===== src/rtl/mcpu_pkg.sv =====
// Shared MCPU memory-system constants: bus widths, requester count and requester indices.
// Pure declarations plus the round-robin pointer advance helper.
package mcpu_pkg;
    localparam int WORD_SIZE  = 16;
    localparam int ADDR_WIDTH = 8;
    localparam int NREQ       = 3;
    localparam int PTR_W      = 2;

    localparam int REQ_FETCH = 0;
    localparam int REQ_DATA  = 1;
    localparam int REQ_LOAD  = 2;

    function automatic logic [PTR_W-1:0] next_ptr(input logic [PTR_W-1:0] p);
        return (p == PTR_W'(NREQ - 1)) ? '0 : p + 1'b1;
    endfunction
endpackage


===== src/rtl/mcpu_mem_arbiter_if.sv =====
// Requester-side and RAM-side signals of the MCPU memory arbiter, bundled for one port.
// slave = arbiter view, master = requesters plus RAM view.
interface mcpu_mem_arbiter_if;
    logic [mcpu_pkg::NREQ-1:0]                       req;
    logic [mcpu_pkg::NREQ-1:0]                       we;
    logic [mcpu_pkg::NREQ*mcpu_pkg::ADDR_WIDTH-1:0]  addr;
    logic [mcpu_pkg::NREQ*mcpu_pkg::WORD_SIZE-1:0]   wdata;
    logic [mcpu_pkg::NREQ-1:0]                       gnt;
    logic [mcpu_pkg::NREQ-1:0]                       rvalid;
    logic [mcpu_pkg::WORD_SIZE-1:0]                  rdata;
    logic                                            ram_en;
    logic                                            ram_we;
    logic [mcpu_pkg::ADDR_WIDTH-1:0]                 ram_addr;
    logic [mcpu_pkg::WORD_SIZE-1:0]                  ram_wdata;
    logic [mcpu_pkg::WORD_SIZE-1:0]                  ram_rdata;

    modport slave (
        input  req, we, addr, wdata, ram_rdata,
        output gnt, rvalid, rdata, ram_en, ram_we, ram_addr, ram_wdata
    );

    modport master (
        output req, we, addr, wdata, ram_rdata,
        input  gnt, rvalid, rdata, ram_en, ram_we, ram_addr, ram_wdata
    );
endinterface


===== src/rtl/mcpu_rr_pick.sv =====
// Combinational round-robin one-hot picker: search starts at i_ptr and wraps modulo NREQ.
// Zero latency, no state; o_any flags that some requester won.
module mcpu_rr_pick
    import mcpu_pkg::*;
(
    input  logic [NREQ-1:0]  i_req,
    input  logic [PTR_W-1:0] i_ptr,
    output logic [NREQ-1:0]  o_gnt,
    output logic [PTR_W-1:0] o_win,
    output logic             o_any
);
    int w_idx;

    always_comb begin
        o_gnt = '0;
        o_win = '0;
        o_any = 1'b0;
        w_idx = 0;
        for (int k = 0; k < NREQ; k++) begin
            w_idx = (int'(i_ptr) + k) % NREQ;
            if (!o_any && i_req[PTR_W'(w_idx)]) begin
                o_gnt[PTR_W'(w_idx)] = 1'b1;
                o_win                = PTR_W'(w_idx);
                o_any                = 1'b1;
            end
        end
    end
endmodule


===== src/rtl/mcpu_mem_arbiter.sv =====
// Round-robin arbiter sharing the single-port MCPU RAM among fetch, data and loader.
// Grant is same-cycle; rvalid follows a granted read by one cycle. Losers hold their request.
module mcpu_mem_arbiter
    import mcpu_pkg::*;
(
    input  logic               clk,
    input  logic               reset,
    mcpu_mem_arbiter_if.slave  bus
);
    logic [PTR_W-1:0]      r_ptr;
    logic [NREQ-1:0]       r_rd_tag;

    logic [NREQ-1:0]       w_req;
    logic [NREQ-1:0]       w_gnt;
    logic [PTR_W-1:0]      w_win;
    logic                  w_any;
    logic [ADDR_WIDTH-1:0] w_addr  [NREQ];
    logic [WORD_SIZE-1:0]  w_wdata [NREQ];

    for (genvar g = 0; g < NREQ; g++) begin : g_unpack
        assign w_addr[g]  = bus.addr[g*ADDR_WIDTH +: ADDR_WIDTH];
        assign w_wdata[g] = bus.wdata[g*WORD_SIZE +: WORD_SIZE];
    end

    // Requests are masked while reset is held so nothing reaches the RAM.
    assign w_req = bus.req & {NREQ{reset}};

    mcpu_rr_pick u_pick (
        .i_req (w_req),
        .i_ptr (r_ptr),
        .o_gnt (w_gnt),
        .o_win (w_win),
        .o_any (w_any)
    );

    assign bus.gnt       = w_gnt;
    assign bus.ram_en    = w_any;
    assign bus.ram_we    = w_any & bus.we[w_win];
    assign bus.ram_addr  = w_addr[w_win];
    assign bus.ram_wdata = w_wdata[w_win];
    assign bus.rvalid    = r_rd_tag;
    assign bus.rdata     = bus.ram_rdata;

    always_ff @(posedge clk) begin
        if (!reset) begin
            r_ptr    <= '0;
            r_rd_tag <= '0;
        end else begin
            if (w_any) begin
                r_ptr <= next_ptr(w_win);
            end
            r_rd_tag <= (w_any && !bus.we[w_win]) ? w_gnt : '0;
        end
    end
endmodule


===== src/flat_wrapper.sv =====
// flat-port wrapper written by rule: the top's interface ports become plain ports
module mcpu_mem_arbiter_flat import mcpu_pkg::*;
  (clk, reset, bus_req, bus_we, bus_addr, bus_wdata, bus_ram_rdata, bus_gnt, bus_rvalid, bus_rdata, bus_ram_en, bus_ram_we, bus_ram_addr, bus_ram_wdata);
  mcpu_mem_arbiter_if bus_i ();
  input  logic clk;
  input  logic reset;
  input wire logic [$bits(bus_i.req)-1:0] bus_req;
  input wire logic [$bits(bus_i.we)-1:0] bus_we;
  input wire logic [$bits(bus_i.addr)-1:0] bus_addr;
  input wire logic [$bits(bus_i.wdata)-1:0] bus_wdata;
  input wire logic [$bits(bus_i.ram_rdata)-1:0] bus_ram_rdata;
  output wire logic [$bits(bus_i.gnt)-1:0] bus_gnt;
  output wire logic [$bits(bus_i.rvalid)-1:0] bus_rvalid;
  output wire logic [$bits(bus_i.rdata)-1:0] bus_rdata;
  output wire logic [$bits(bus_i.ram_en)-1:0] bus_ram_en;
  output wire logic [$bits(bus_i.ram_we)-1:0] bus_ram_we;
  output wire logic [$bits(bus_i.ram_addr)-1:0] bus_ram_addr;
  output wire logic [$bits(bus_i.ram_wdata)-1:0] bus_ram_wdata;
  assign bus_i.req = bus_req;
  assign bus_i.we = bus_we;
  assign bus_i.addr = bus_addr;
  assign bus_i.wdata = bus_wdata;
  assign bus_i.ram_rdata = bus_ram_rdata;
  assign bus_gnt = bus_i.gnt;
  assign bus_rvalid = bus_i.rvalid;
  assign bus_rdata = bus_i.rdata;
  assign bus_ram_en = bus_i.ram_en;
  assign bus_ram_we = bus_i.ram_we;
  assign bus_ram_addr = bus_i.ram_addr;
  assign bus_ram_wdata = bus_i.ram_wdata;
  mcpu_mem_arbiter u_core (.clk(clk), .reset(reset), .bus(bus_i));
endmodule

===== config.mk =====
export PLATFORM = sky130hd
export DESIGN_NAME = mcpu_mem_arbiter_flat
export DESIGN_NICKNAME = d
export VERILOG_FILES = /design/src/rtl/mcpu_pkg.sv /design/src/rtl/mcpu_mem_arbiter_if.sv /design/src/rtl/mcpu_rr_pick.sv /design/src/rtl/mcpu_mem_arbiter.sv /design/src/flat_wrapper.sv
export SDC_FILE = /design/constraint.sdc
export NUM_CORES = 1
export LEC_CHECK = 0
export ABC_AREA = 1
export CAP_MARGIN = 40
export CORE_UTILIZATION = 23
export DETAILED_ROUTE_END_ITERATION = 10
export PLACE_DENSITY_LB_ADDON = 0.3
export RECOVER_POWER = 25
export SLEW_MARGIN = 25
export SYNTH_ARGS = -nofsm -noshare
export SYNTH_HDL_FRONTEND = slang
export SYNTH_SLANG_ARGS = --single-unit

===== constraint.sdc =====
create_clock -name clk -period 2.2 [get_ports clk]
set_input_delay 0.33 -clock clk [delete_from_list [all_inputs] [get_ports clk]]
set_output_delay 0.33 -clock clk [all_outputs]
set_load 0.01 [all_outputs]

# [After elaboration in Yosys (flattened, before gate mapping)]
# Cells that the tools add are included.
[word_totals] wordCells=65 input_bits=96 out_inout_bits=48 register_bits=5
[op_classes] eq_ne=1 mux=33 add_sub_neg=3 n_bitwise=5 reduce_logical=10 div=3 order_cmp=8
[op_table] operator="remainder unit 32 x 3 -> 32 bit, second input constant" n=2
[op_table] operator="binary-select mux 16 bit (select 2 bit)" n=1
[op_table] operator="remainder unit 3 x 3 -> 32 bit, second input constant" n=1
[op_table] operator="2-to-1 mux 16 bit" n=2
[op_table] operator="binary-select mux 8 bit (select 2 bit)" n=1
[op_table] operator="2-to-1 mux 8 bit" n=2
[op_table] operator="2-to-1 mux 1 bit" n=13
[op_table] operator="less-than comparator 2 x 4 -> 1 bit, second input constant" n=3
[op_table] operator="2-to-1 mux 3 bit" n=3
[op_table] operator="binary-select mux 1 bit (select 2 bit)" n=4
[op_table] operator="2-to-1 mux 2 bit" n=4
[op_table] operator="demux 1 bit (select 2 bit)" n=3
[op_table] operator=">= comparator 2 x 1 -> 1 bit, second input constant" n=3
[op_table] operator="logical AND 1 bit" n=6
[op_table] operator="bitwise OR 3 bit" n=2
[op_table] operator="adder 2 x 1 -> 3 bit, second input constant" n=1
[op_table] operator="adder 2 x 2 -> 3 bit, second input constant" n=1
[op_table] operator="AND 3 bit" n=1
[op_table] operator=">= comparator 3 bit, second input constant" n=1
[op_table] operator="zero test 1 bit" n=3
[op_table] operator="less-than comparator 2 x 3 -> 1 bit, second input constant" n=1
[op_table] operator="NOT 2 -> 3 bit" n=1
[op_table] operator="adder 2 x 1 -> 2 bit, second input constant" n=1
[op_table] operator="equality test 2 bit, second input constant" n=1
[op_table] operator="2 further kinds" n=2

# [Depth between registers and ports, before layout]
# Gate-level depths: netlist of the first run.
[logic_depth] depth_word=16 mapped_depth=17 mapped_depth_nobuf=16

# [Cells and area by module]
# A second synthesis of the first run with hierarchy kept.
[unflattened] cells_unflattened=213 hier_area_um2=1094.8
[modules_own_cells] mod="mcpu_mem_arbiter" seq_area_each_um2=100.1 cells_each=157 area_per_inst_um2=797.0 n_inst=1
[modules_own_cells] mod="mcpu_rr_pick" seq_area_each_um2=0.0 cells_each=56 area_per_inst_um2=297.8 n_inst=1

# [Worst setup path after synthesis of the first run]
# Ideal clock, no wire load.
[synth_path] kind="flip-flop to output port" from="register u_core.r_ptr[0]" to="output port bus_ram_addr[0]" t_arrival_ps=1958 required_ps=1870 path_buffers=1 path_stages_with_launch=13 setup_slack_ps=-88 cell_sequence="dfxtp_1 inv_1 ha_1 inv_2 nand3_1 nand3_1 nand2_1 nand3_2 nand3_1 o21ai_4 buf_2 o21ai_1 o21ai_1"
[synth_via] elab_chain_len=15 word_cells_on_any_way=27 classes_between="add/sub (2); div (3); mux (17); bitwise (1); reduce/logical (4)"
[synth_lines] item="from (decl)" line="mcpu_mem_arbiter.sv:10" source="logic [PTR_W-1:0] r_ptr;"
[synth_lines] item="from (signal assigned)" line="mcpu_mem_arbiter.sv:50" source="r_ptr <= next_ptr(w_win);"
[synth_lines] item="parallel branches: the longest is 10 deep, another holds remainder unit 32 x 3 -> 32 bit"
[synth_lines] item="2-to-1 mux 2 bit (*)" line="mcpu_rr_pick.sv:21" source="if (!o_any && i_req[PTR_W'(w_idx)]) begin"
[synth_lines] item="NOT 2 -> 3 bit (not written as such) (*)" line="mcpu_mem_arbiter.sv:39" source="assign bus.ram_addr = w_addr[w_win];"
[synth_lines] item="binary-select mux 8 bit (select 2 bit) (*)" line="mcpu_mem_arbiter.sv:39"
[synth_lines] item="2-to-1 mux 8 bit (not written as such) (*) (2 in series)" line="mcpu_mem_arbiter.sv:39"
[synth_lines] item="to (decl)" line="flat_wrapper.sv:17" source="output wire logic [$bits(bus_i.ram_addr)-1:0] bus_ram_addr;"
# Every way passes the cells marked *. The select of a mux whose other input is x is not followed.

# [Worst setup path in the final report of the first run]
[layout_path] from="register u_core.r_ptr[0]" to="output port bus_ram_addr[1]"
# The elaborated chain is that of the path after synthesis.

==> results of run 1 <==
==> tightest hold or removal path: cells and delay by family (launching register included) <==
family,cells,cell delay [ps]
compound gates,2,210
flops,1,340
==> timing repair <==
item,4_1_cts,5_1_grt
setup endpoints to repair,29,32
hold buffers,0,0
buffers inserted,22,2
pin swaps,25,19
gates cloned,3,0
resized for setup,182,40
==> sequential cells by signal (all words and copies together), names as in the netlist <==
register and count:
u_core.r_ptr 2, u_core.bus.rvalid 3
==> where the power goes <==
group          internal (mW)  leakage (nW)  switching (mW)
registers              0.127        0.0419          0.0231
logic                   2.12          1.23            2.19
clock network          0.125        0.0228          0.0470
total                   2.37          1.29            2.26
==> cell usage after synthesis, drive strengths merged <==
cell type	n
a21oi	2
and3	1
buf	29
dfxtp	5
ha	4
inv	16
nand2	26
nand3	40
nand4	2
nor2	31
nor3	2
o21ai	54
==> routing by layer <==
layer  track usage, %  wire (um)
met1             20.5       2180
met2             37.2       3010
met3             4.53        547
met4             6.62        122
met5                0          0
==> worst paths after layout <==
path,endpoint,slack [ps],cells past startpoint
hold reg to reg,u_core.r_ptr[1],590,2
setup / recovery,bus_ram_addr[1],-400,13
hold / removal,u_core.r_ptr[1],590,2
setup reg to reg,u_core.bus.rvalid[2],160,16
==> metrics by stage <==
step           setup TNS (ps)  cells  worst slack (ps)  utilization (%)
2_1_floorplan               0    212              5.07                -
6_report                -8610    420              -396             61.8
3_3_place_gp           -19570    391              -763             50.4
4_1_cts                 -7320    419              -314             58.4
5_1_grt                -11890    420              -507             61.8
3_5_place_dp           -20910    391              -818             50.4
==> cell type report <==
type	count	area share, %
timing repair buffer	166	52.1
multi-input combinational	162	37.0
sequential	5	3.53
inverter	16	3.11
tap	67	2.82
clock buffer	4	1.51
==> cell families (layout without fill, tap and decap cells) <==
kind of cell	after synthesis	in the layout	share of synthesized area, %
adder cells (fa/ha/maj)	4	4	4.28
AND/OR/NAND/NOR	102	102	39.1
AO/OA/AOI/OAI	56	56	25.2
flip-flops	5	5	8.56
buffers and inverters	45	186	22.8
==> metrics.csv, run 1 <==
metric,value,unit
vias post-DR,1972,
total routed wirelength,5860,um
fin worst setup slack,-396,ps
maximum number of pins on one net before global-route repair,26,
required time of the critical path,1870,ps
clk slew on worst S/H paths,30,ps
number of violations of the max-capacitance limit,0,
Area Growth Syn to Fin,154,%
placeable core region,4820,um2
Final setup violation count,26,
global-route wire length before repair,8190,um
cell area reported after detailed placement,2430,um2
"area leader, netlist",sky130_fd_sc_hd__o21ai_1,
DRC violations left,0,
largest buffer count on any clock path,2,
final-layout fill cell count,438,
"most common cell after layout, fill and taps aside",sky130_fd_sc_hd__clkdlybuf4s50_1,
Bufs and invs on worst path,4,
power per cell area,1560,nW/um2
area of all placed cells without fillers,2980,um2
area of the mapped netlist,1170,um2
die height,73.3,um
fraction of final layout cells sized beyond drive strength 1,43.1,%
H-tree depth,1,
final global-route overflow total,0,
HP Start,u_core.r_ptr[1],
average cell area after synthesis,5.52,um2
count of unique library cells instantiated by Yosys,22,
number of antenna violations at the first check in global routing,0,
count of state elements after synthesis,5,
number of port buffers,111,
Critical Path Max Stage Delay,350,ps
hold slack,593,ps
detailed router's first-iteration violation count,50,
CP max FO,25,
area taken by flip-flops and latches,105,um2
later-pin clock latency in the skew report,230,ps
sequential fraction of the synthesis area,8.56,%
count of pins on the block boundary,144,
CTS buffer count,3,
maximum vdd drop,944,uV
"Slew Viols, Final",0,
number of warnings reported in the yosys synthesis log,0,
worst reg2reg path startpoint,u_core.r_ptr[0],
fraction of synthesized cell area taken by the top area cell type,19.7,%
final number of hold-violating endpoints,0,
final clock skew,2.47,ps
library cell used as clock root buffer,sky130_fd_sc_hd__clkbuf_8,
Critical-path top delay cell,sky130_fd_sc_hd__dfxtp_4,
total nets after synthesis,312,
Sinks on Clock Net,5,
post-layout total power,4.64,mW
final clock period utilization by the worst path,118,%
Final Critical Period,2600,ps
number of detailed-routing iterations run before antenna repair,4,
Lkg Pwr,1.29,nW
largest cells by area after synthesis,"sky130_fd_sc_hd__o21ai_1 20%, sky130_fd_sc_hd__nand3_1 17%, sky130_fd_sc_hd__buf_4 13%",
unrepaired setup endpoints after global routing,true,
via count of the first global-routing pass,1874,
status,"finished, violations left",
dominant delay contributor by cell family on the critical path,simple AND/OR/NAND/NOR gates,
Diodes inserted,0,
"top library cells by usage in the layout, fill and taps aside","78 x sky130_fd_sc_hd__clkdlybuf4s50_1, 43 x sky130_fd_sc_hd__o21ai_1, 35 x sky130_fd_sc_hd__buf_4",
gr usage total,19.4,%
per-cell via count in the routed design,4.70,
average detailed-routed wire length per instance,13.9,um
violated checks,setup timing,
"Critical Path, Cell by Cell",buf_6 > ha_4 > nand3_1 > nand3_2 > nand2_4 > buf_4 > nand3_1 > nand2_2 > nand2_4 > inv_8 > o21ai_1 > o21ai_1 > buf_2,
source of the critical timing path,u_core.r_ptr[0],
multi-input combinational cell area,1100,um2
type of the worst min-delay path,reg -> reg,
FP Rows,25,
worst rel slew slack,86.2,%
max frequency,0.385,GHz
die width,73.3,um
critical path capture point type,output pin,
classification of the worst setup path,reg -> out,
count of nets after finishing,454,
clock tree from TritonCTS,yes,
crit path DAT,2270,ps
Post-Synthesis Cells,212,
number of routed nets with antenna violations,0,
weighted congestion at the end of routability-driven global placement,0.747,
die area,5380,um2
detailed placement HPWL,3690,um
Initial Utilization,24.3,%
slew at the pin closest to its max-slew limit,207,ps
kind of start point of the critical path,register,
Note: power is estimated with default switching activity, not from simulation.
==> run 2, diff against run 1 <==
--- a/config.mk
+++ b/config.mk
@@ -8,6 +8,7 @@
 export ABC_AREA = 1
 export CAP_MARGIN = 40
 export CORE_UTILIZATION = 23
+export CTS_CLUSTER_DIAMETER = 50
 export DETAILED_ROUTE_END_ITERATION = 10
 export PLACE_DENSITY_LB_ADDON = 0.3
 export RECOVER_POWER = 25
==> results of run 2 <==
The final DEF is identical to that of run 1; final timing and power are the same.
==> run 3, diff against run 2 <==
--- a/config.mk
+++ b/config.mk
@@ -8,7 +8,6 @@
 export ABC_AREA = 1
 export CAP_MARGIN = 40
 export CORE_UTILIZATION = 23
-export CTS_CLUSTER_DIAMETER = 50
 export DETAILED_ROUTE_END_ITERATION = 10
 export PLACE_DENSITY_LB_ADDON = 0.3
 export RECOVER_POWER = 25
==> results of run 3 <==
The final DEF is identical to that of run 1; final timing and power are the same.
